[src/rtl/bcd_updown_counter.sv]
// rtl/bcd_updown_counter.sv - prescaled packed-BCD up/down counter with limits, load and status pulses
// Optional parallel load path: define BCD_COUNTER_LOAD_EN.
`timescale 1ns/1ps
module bcd_updown_counter #(
   parameter int DIGITS          = 3,
   parameter int CLOCKS_PER_STEP = 3,
   parameter int MIN_VALUE       = 0,
   parameter int MAX_VALUE       = 12,
   parameter int WRAP            = 1
) (
   input  logic                  clk,
   input  logic                  rst,
   input  logic                  en,
   input  logic                  dir,
   input  logic                  load,
   input  logic [4*DIGITS-1:0]   load_bcd,
   output logic [4*DIGITS-1:0]   bcd,
   output logic                  updated,
   output logic                  wrapped,
   output logic                  at_limit,
   output logic                  load_err
);
   localparam int W  = 4 * DIGITS;
   localparam int PW = (CLOCKS_PER_STEP > 1) ? $clog2(CLOCKS_PER_STEP) : 1;
   localparam logic [PW-1:0] PRE_LAST = PW'(CLOCKS_PER_STEP - 1);

   function automatic logic [W-1:0] to_bcd(input int value);
      logic [W-1:0] r;
      int           v;
      r = '0;
      v = value;
      for (int k = 0; k < DIGITS; k++) begin
         r[4*k +: 4] = 4'(v % 10);
         v = v / 10;
      end
      return r;
   endfunction

   localparam logic [W-1:0] MIN_BCD = to_bcd(MIN_VALUE);
   localparam logic [W-1:0] MAX_BCD = to_bcd(MAX_VALUE);

   // Digit-serial ripple: only digits reached by the carry/borrow change.
   function automatic logic [W-1:0] bcd_step(input logic [W-1:0] v, input logic up);
      logic [W-1:0] r;
      logic         c;
      r = v;
      c = 1'b1;
      for (int k = 0; k < DIGITS; k++) begin
         if (c) begin
            if (up) begin
               if (v[4*k +: 4] == 4'd9) begin
                  r[4*k +: 4] = 4'd0;
               end else begin
                  r[4*k +: 4] = v[4*k +: 4] + 4'd1;
                  c = 1'b0;
               end
            end else begin
               if (v[4*k +: 4] == 4'd0) begin
                  r[4*k +: 4] = 4'd9;
               end else begin
                  r[4*k +: 4] = v[4*k +: 4] - 4'd1;
                  c = 1'b0;
               end
            end
         end
      end
      return r;
   endfunction

   logic [W-1:0]  bcd_q, bcd_d;
   logic [PW-1:0] pre_q, pre_d;
   logic          updated_q, updated_d;
   logic          wrapped_q, wrapped_d;
   logic          load_err_q, load_err_d;
   logic          at_lim;
   logic          step;

   assign at_lim = dir ? (bcd_q == MAX_BCD) : (bcd_q == MIN_BCD);

`ifdef BCD_COUNTER_LOAD_EN
   logic digits_ok;
   logic load_ok;
   always_comb begin
      digits_ok = 1'b1;
      for (int k = 0; k < DIGITS; k++) begin
         if (load_bcd[4*k +: 4] > 4'd9) digits_ok = 1'b0;
      end
   end
   // Packed BCD with valid digits orders the same as its decimal value.
   assign load_ok = digits_ok && (load_bcd >= MIN_BCD) && (load_bcd <= MAX_BCD);
`else
   logic unused_load;
   assign unused_load = ^{load, load_bcd};
`endif

   always_comb begin
      bcd_d      = bcd_q;
      pre_d      = pre_q;
      updated_d  = 1'b0;
      wrapped_d  = 1'b0;
      load_err_d = 1'b0;
      step       = 1'b0;
      if (en) begin
         if (pre_q == PRE_LAST) begin
            pre_d = '0;
            step  = 1'b1;
         end else begin
            pre_d = pre_q + PW'(1);
         end
      end
      if (step) begin
         if (!at_lim) begin
            bcd_d     = bcd_step(bcd_q, dir);
            updated_d = 1'b1;
         end else if (WRAP != 0) begin
            bcd_d     = dir ? MIN_BCD : MAX_BCD;
            wrapped_d = 1'b1;
            updated_d = (bcd_d != bcd_q);
         end
      end
`ifdef BCD_COUNTER_LOAD_EN
      if (load) begin
         wrapped_d = 1'b0;
         if (load_ok) begin
            bcd_d     = load_bcd;
            pre_d     = '0;
            updated_d = (load_bcd != bcd_q);
         end else begin
            bcd_d      = bcd_q;
            pre_d      = pre_q;
            updated_d  = 1'b0;
            load_err_d = 1'b1;
         end
      end
`endif
   end

   always_ff @(posedge clk) begin
      if (rst) begin
         bcd_q      <= MIN_BCD;
         pre_q      <= '0;
         updated_q  <= 1'b0;
         wrapped_q  <= 1'b0;
         load_err_q <= 1'b0;
      end else begin
         bcd_q      <= bcd_d;
         pre_q      <= pre_d;
         updated_q  <= updated_d;
         wrapped_q  <= wrapped_d;
         load_err_q <= load_err_d;
      end
   end

   assign bcd      = bcd_q;
   assign updated  = updated_q;
   assign wrapped  = wrapped_q;
   assign load_err = load_err_q;
   assign at_limit = at_lim;
endmodule

[config.mk]
export PLATFORM = sky130hd
export DESIGN_NAME = bcd_updown_counter
export DESIGN_NICKNAME = d
export VERILOG_FILES = /design/src/rtl/bcd_updown_counter.sv
export SDC_FILE = /design/constraint.sdc
export NUM_CORES = 1
export LEC_CHECK = 0
export ABC_AREA = 1
export BUFFER_PORTS_ARGS = -buffer_cell sky130_fd_sc_hd__buf_2
export CAP_MARGIN = 25
export CORE_MARGIN = 10
export CORE_UTILIZATION = 56
export DETAILED_ROUTE_END_ITERATION = 10
export PLACE_DENSITY_LB_ADDON = 0.1
export SLEW_MARGIN = 20
export SYNTH_ARGS = -nofsm -noshare
export SYNTH_HDL_FRONTEND = slang
export SYNTH_SLANG_ARGS = --single-unit
[constraint.sdc]
create_clock -name clk -period 4.55 [get_ports clk]
set_input_delay 1.365 -clock clk [delete_from_list [all_inputs] [get_ports clk]]
set_output_delay 1.365 -clock clk [all_outputs]
set_load 0.02 [all_outputs]
Word level (Yosys, flattened, before mapping)
Index checks and enable logic that the tools add are counted.
- word-level logic and storage cells: 59
- bits in registers: 16
- input port bits: 17
- output and inout port bits: 16
- muxes and demuxes: 30
- equal/unequal tests: 6
- bitwise gates (word level): 1
- add/sub/neg operators: 7
- reductions and logical operators: 9
- operator list (cell ; number):
    4-bit 2-to-1 mux ; 11
    1-bit 2-to-1 mux ; 16
    4-bit by 1-bit adder with 4-bit output, second input constant ; 3
    12-bit by 5-bit equality test with 1-bit output, second input constant ; 1
    4-bit equality test, second input constant ; 3
    12-bit zero test ; 1
    4-bit zero test ; 3
    12-bit 2-to-1 mux ; 1
    5-bit by 12-bit inequality test with 1-bit output ; 1
    4-bit by 1-bit subtractor with 4-bit output, second input constant ; 3
    5-bit 2-to-1 mux ; 1
    2-bit AND reduction ; 2
    2-bit nonzero test ; 2
    2-bit by 1-bit adder with 2-bit output, second input constant ; 1
    2-bit equality test, second input constant ; 1
    2-bit 2-to-1 mux ; 1
    2-bit OR reduction ; 1
    1-bit NOT ; 1

Logic depth before layout (Yosys ltp)
- word-level depth: 10
- mapped depth: 12

Worst setup path before layout
No wires, ideal clock.
- kind: in2out
- from: in dir
- to: out at_limit
- cell stages on the path: 7
- required time: 3.185 ns
- data arrival time: 2.217 ns
- setup slack: 0.968 ns
- path buffers: 2
- cells stage by stage: buf_6 > inv_2 > nand3_2 > o21ai_2 > nand2_4 > buf_6 > inv_1
- word-level cells in the longest chain between the ends: 1
- ends and longest elaborated chain (what ; line ; source):
    from (decl) ; 14 ; input logic dir,
    1-bit 2-to-1 mux ; 78 ; assign at_lim = dir ? (bcd_q == MAX_BCD) : (bcd_q == MIN_BCD);
    to (decl) ; 20 ; output logic at_limit,
Every way passes these cells.

Worst setup path after layout
Ends and elaborated chain as after synthesis.

==> impl_metrics.yaml <==
power:
  intPower_uw: 222
  peakVddDrop_mv: 0.217
  seqPwrFrac: 0.454
  power_density_nw_per_um2: 241
  p_comb_frac: 0.265
  netSwitchingPower_uw: 113
  p_sw_frac: 0.337
  clkPwrFrac: 0.281
  power.leakage_uw: 0.000704
timing:
  tightest_slew_ns: 0.810
  relSlewSlack: 0.457
  slew_violations: 0
  tns_ns: 0
  finalClockSkew_ns: 0.00491
  finalSetupViolCount: 0
  period_minus_slack_ns: 3.78
  fin_crit_sh: 0.830
  rsz0062_at_grt: "false"
  fmax_mhz: 265
  hold_viol_final: 0
yosys:
  syn_avg_cell_area_sq_um: 6.08
  postSynth.asyncResetShare: 0
  syn-cell-area_sq_um: 1280
  syn_nets: 232
  synth_edf_count: 0
  synth_simple_gate_area_share: 0.439
  yosysUniqueCellTypes: 29
  yosys_warnings: 0
  synth_compound_area_frac: 0.141
  synthFlopType: "dfxtp_1"
  seq_area_frac_synth: 0.250
  ys_seq_elements: 16
  netlist_instances: 211
  muxShareOfSynthArea: 0
  synth_xor_area_frac: 0.0137
  synth_top_family_by_area: "simple AND/OR/NAND/NOR gates"
  synthAdderAreaFrac: 0.0390
clock_network:
  cts.clk_slew.worst_paths_ns: 0.10
  cts_htree_levels: 1
  clockBufferDepth: 2
  cts_buffers: 3
  cts_setup_buffers: 0
  clkSinkCount: 16
  clock_latency_ns: 0.29
  cts_resized: 0
  cts_tree: "built"
  hold_buffers: 0
  cts-root-buf: "clkbuf_4"
min_path:
  hold_end: "bcd[9]"
  worstHoldStart: "bcd[9]"
  whs_path_depth: 2
  hp-class: "register to register"
floorplan:
  die_height_um: 67.9
  fp-row-count: 17
  io_pins: 33
  die_w_um: 67.9
  initial_core_util: 0.585
  dieArea_sq_um: 4600
  core_sq_um: 2190
route:
  vias_per_cell: 5.38
  drt_pre_antenna_iters: 4
  drc: 0
  wirelength_mm: 2.92
  vias: 1367
  antenna_left: 0
  drtIter0Drc: 111
  wl_per_cell_um: 11.5
place:
  dp_hpwl_mm: 2.30
  io_buffers: 18
  gp_congestion: 0.827
flow_run:
  cap_violations: 0
layout:
  area_growth_pct: 8.49
  n_fill_cell: 210
  final_cell_mix: "nand2_1 (63), nor2_1 (23), inv_1 (21)"
  final_util: 0.635
  mostFrequentLayoutCell: "nand2_1"
  antennaDiodeCount: 0
  drive_gt1_frac: 0.173
  nNetsFinal: 248
critical_path:
  arrival_ns: 2.41
  endpoint_kind: "output port"
  path_max_fanout: 17
  reg2reg_depth: 12
  r2r_start: "bcd[5]"
  cp.required_ns: 3.18
  start_kind: "primary input"
  rrSetupSlack_ns: 2.75
  r2r_end: "bcd[7]"
  setup.worst_path.class: "primary input to output port"
global_route:
  busiest_layer: "met2"
  grt_pass1_wl_mm: 4.89
  grt_usage: 0.128
  met1_usage: 0.158
  grt_use_met2: 0.222
  grt_pass1_vias: 1217
  antenna_found_initial: 0
  gr-total-overflow: 0
  grt_start_max_net_pins: 18
  grt_util_met3: 0.0196
run_status:
  status: "finished, final reports clean"
[per-layer routing]
layer,wire [um],up-vias
met5,0,-
met4,38,0
met3,179,7
met2,1350,39
met1,1350,617
li1,-,704
[cells by family (layout without fill, tap and decap cells)]
family                   count (synthesis)  after routing
AND/OR/NAND/NOR                        124            124
AO/OA/AOI/OAI                           32             32
buffers and inverters                   32             47
flip-flops                              16             16
adder cells (fa/ha/maj)                  4              4
XOR/XNOR                                 2              2
other                                    1              1
[registers in the layout (all words and copies together), names as in the netlist]
signal,count
wrapped,1
bcd,12
updated,1
pre_q,2
[final cells by class]
cell class                      count  area [sq um]  share of cell area
Multi-Input combinational cell    163           816               0.586
Sequential cell                    16           320               0.230
Inverter                           25          93.8              0.0674
Timing Repair Buffer               18          90.1              0.0647
Clock buffer                        4          36.3              0.0261
Tap cell                           28          35.0              0.0252
[synth_stat cells, types with 3 or more instances]
cell / count / share of area
o211ai_1: 3 / 0.018
inv_2: 3 / 0.0088
nor2_1: 23 / 0.067
inv_1: 21 / 0.061
nor2_2: 3 / 0.015
nand3_1: 18 / 0.070
nand2_1: 63 / 0.18
buf_6: 3 / 0.026
clkbuf_1: 3 / 0.0088
dfxtp_1: 16 / 0.25
nand4_1: 5 / 0.024
nand3_2: 3 / 0.023
a21oi_1: 16 / 0.062
ha_1: 4 / 0.039
nand2_2: 4 / 0.020
o21ai_0: 6 / 0.023
[power by group through the flow]
stage               sequential, uW  clock, uW  combinational, uW
floorplan                      158          0               71.7
global placement               155          0               86.4
detailed placement             155          0               88.4
CTS                            152       94.7               88.8
global route                   153       99.7                100
finish                         152       94.2               88.6
[through the flow]
stage          area (sq um)  worst slack, ns  total power, uW  instances  hold slack (ns)
6_report               1390            0.774              335        254            0.530
5_1_grt                1390            0.702              353        254            0.547
4_1_cts                1390            0.778              335        254            0.531
3_5_place_dp           1360            0.782              244        250            0.515
3_3_place_gp           1360            0.791              241        250            0.493
2_1_floorplan          1280            0.968              229        211            0.481
[worst max path at each step]
stage | startpoint | endpoint | cells past startpoint
global placement | dir | at_limit | 7
floorplan | dir | at_limit | 7
detailed placement | dir | at_limit | 7
CTS | dir | at_limit | 7
global route | dir | at_limit | 7
finish | dir | at_limit | 7
[worst max-delay path, cell delays in order]
cell and delay (ns):
buf_2 0.20, inv_2 0.18, nand3_2 0.12, o21ai_2 0.17, nand2_4 0.15, inv_1 0.08
buf_2 0.16
Power figures use the tool's default switching activity.
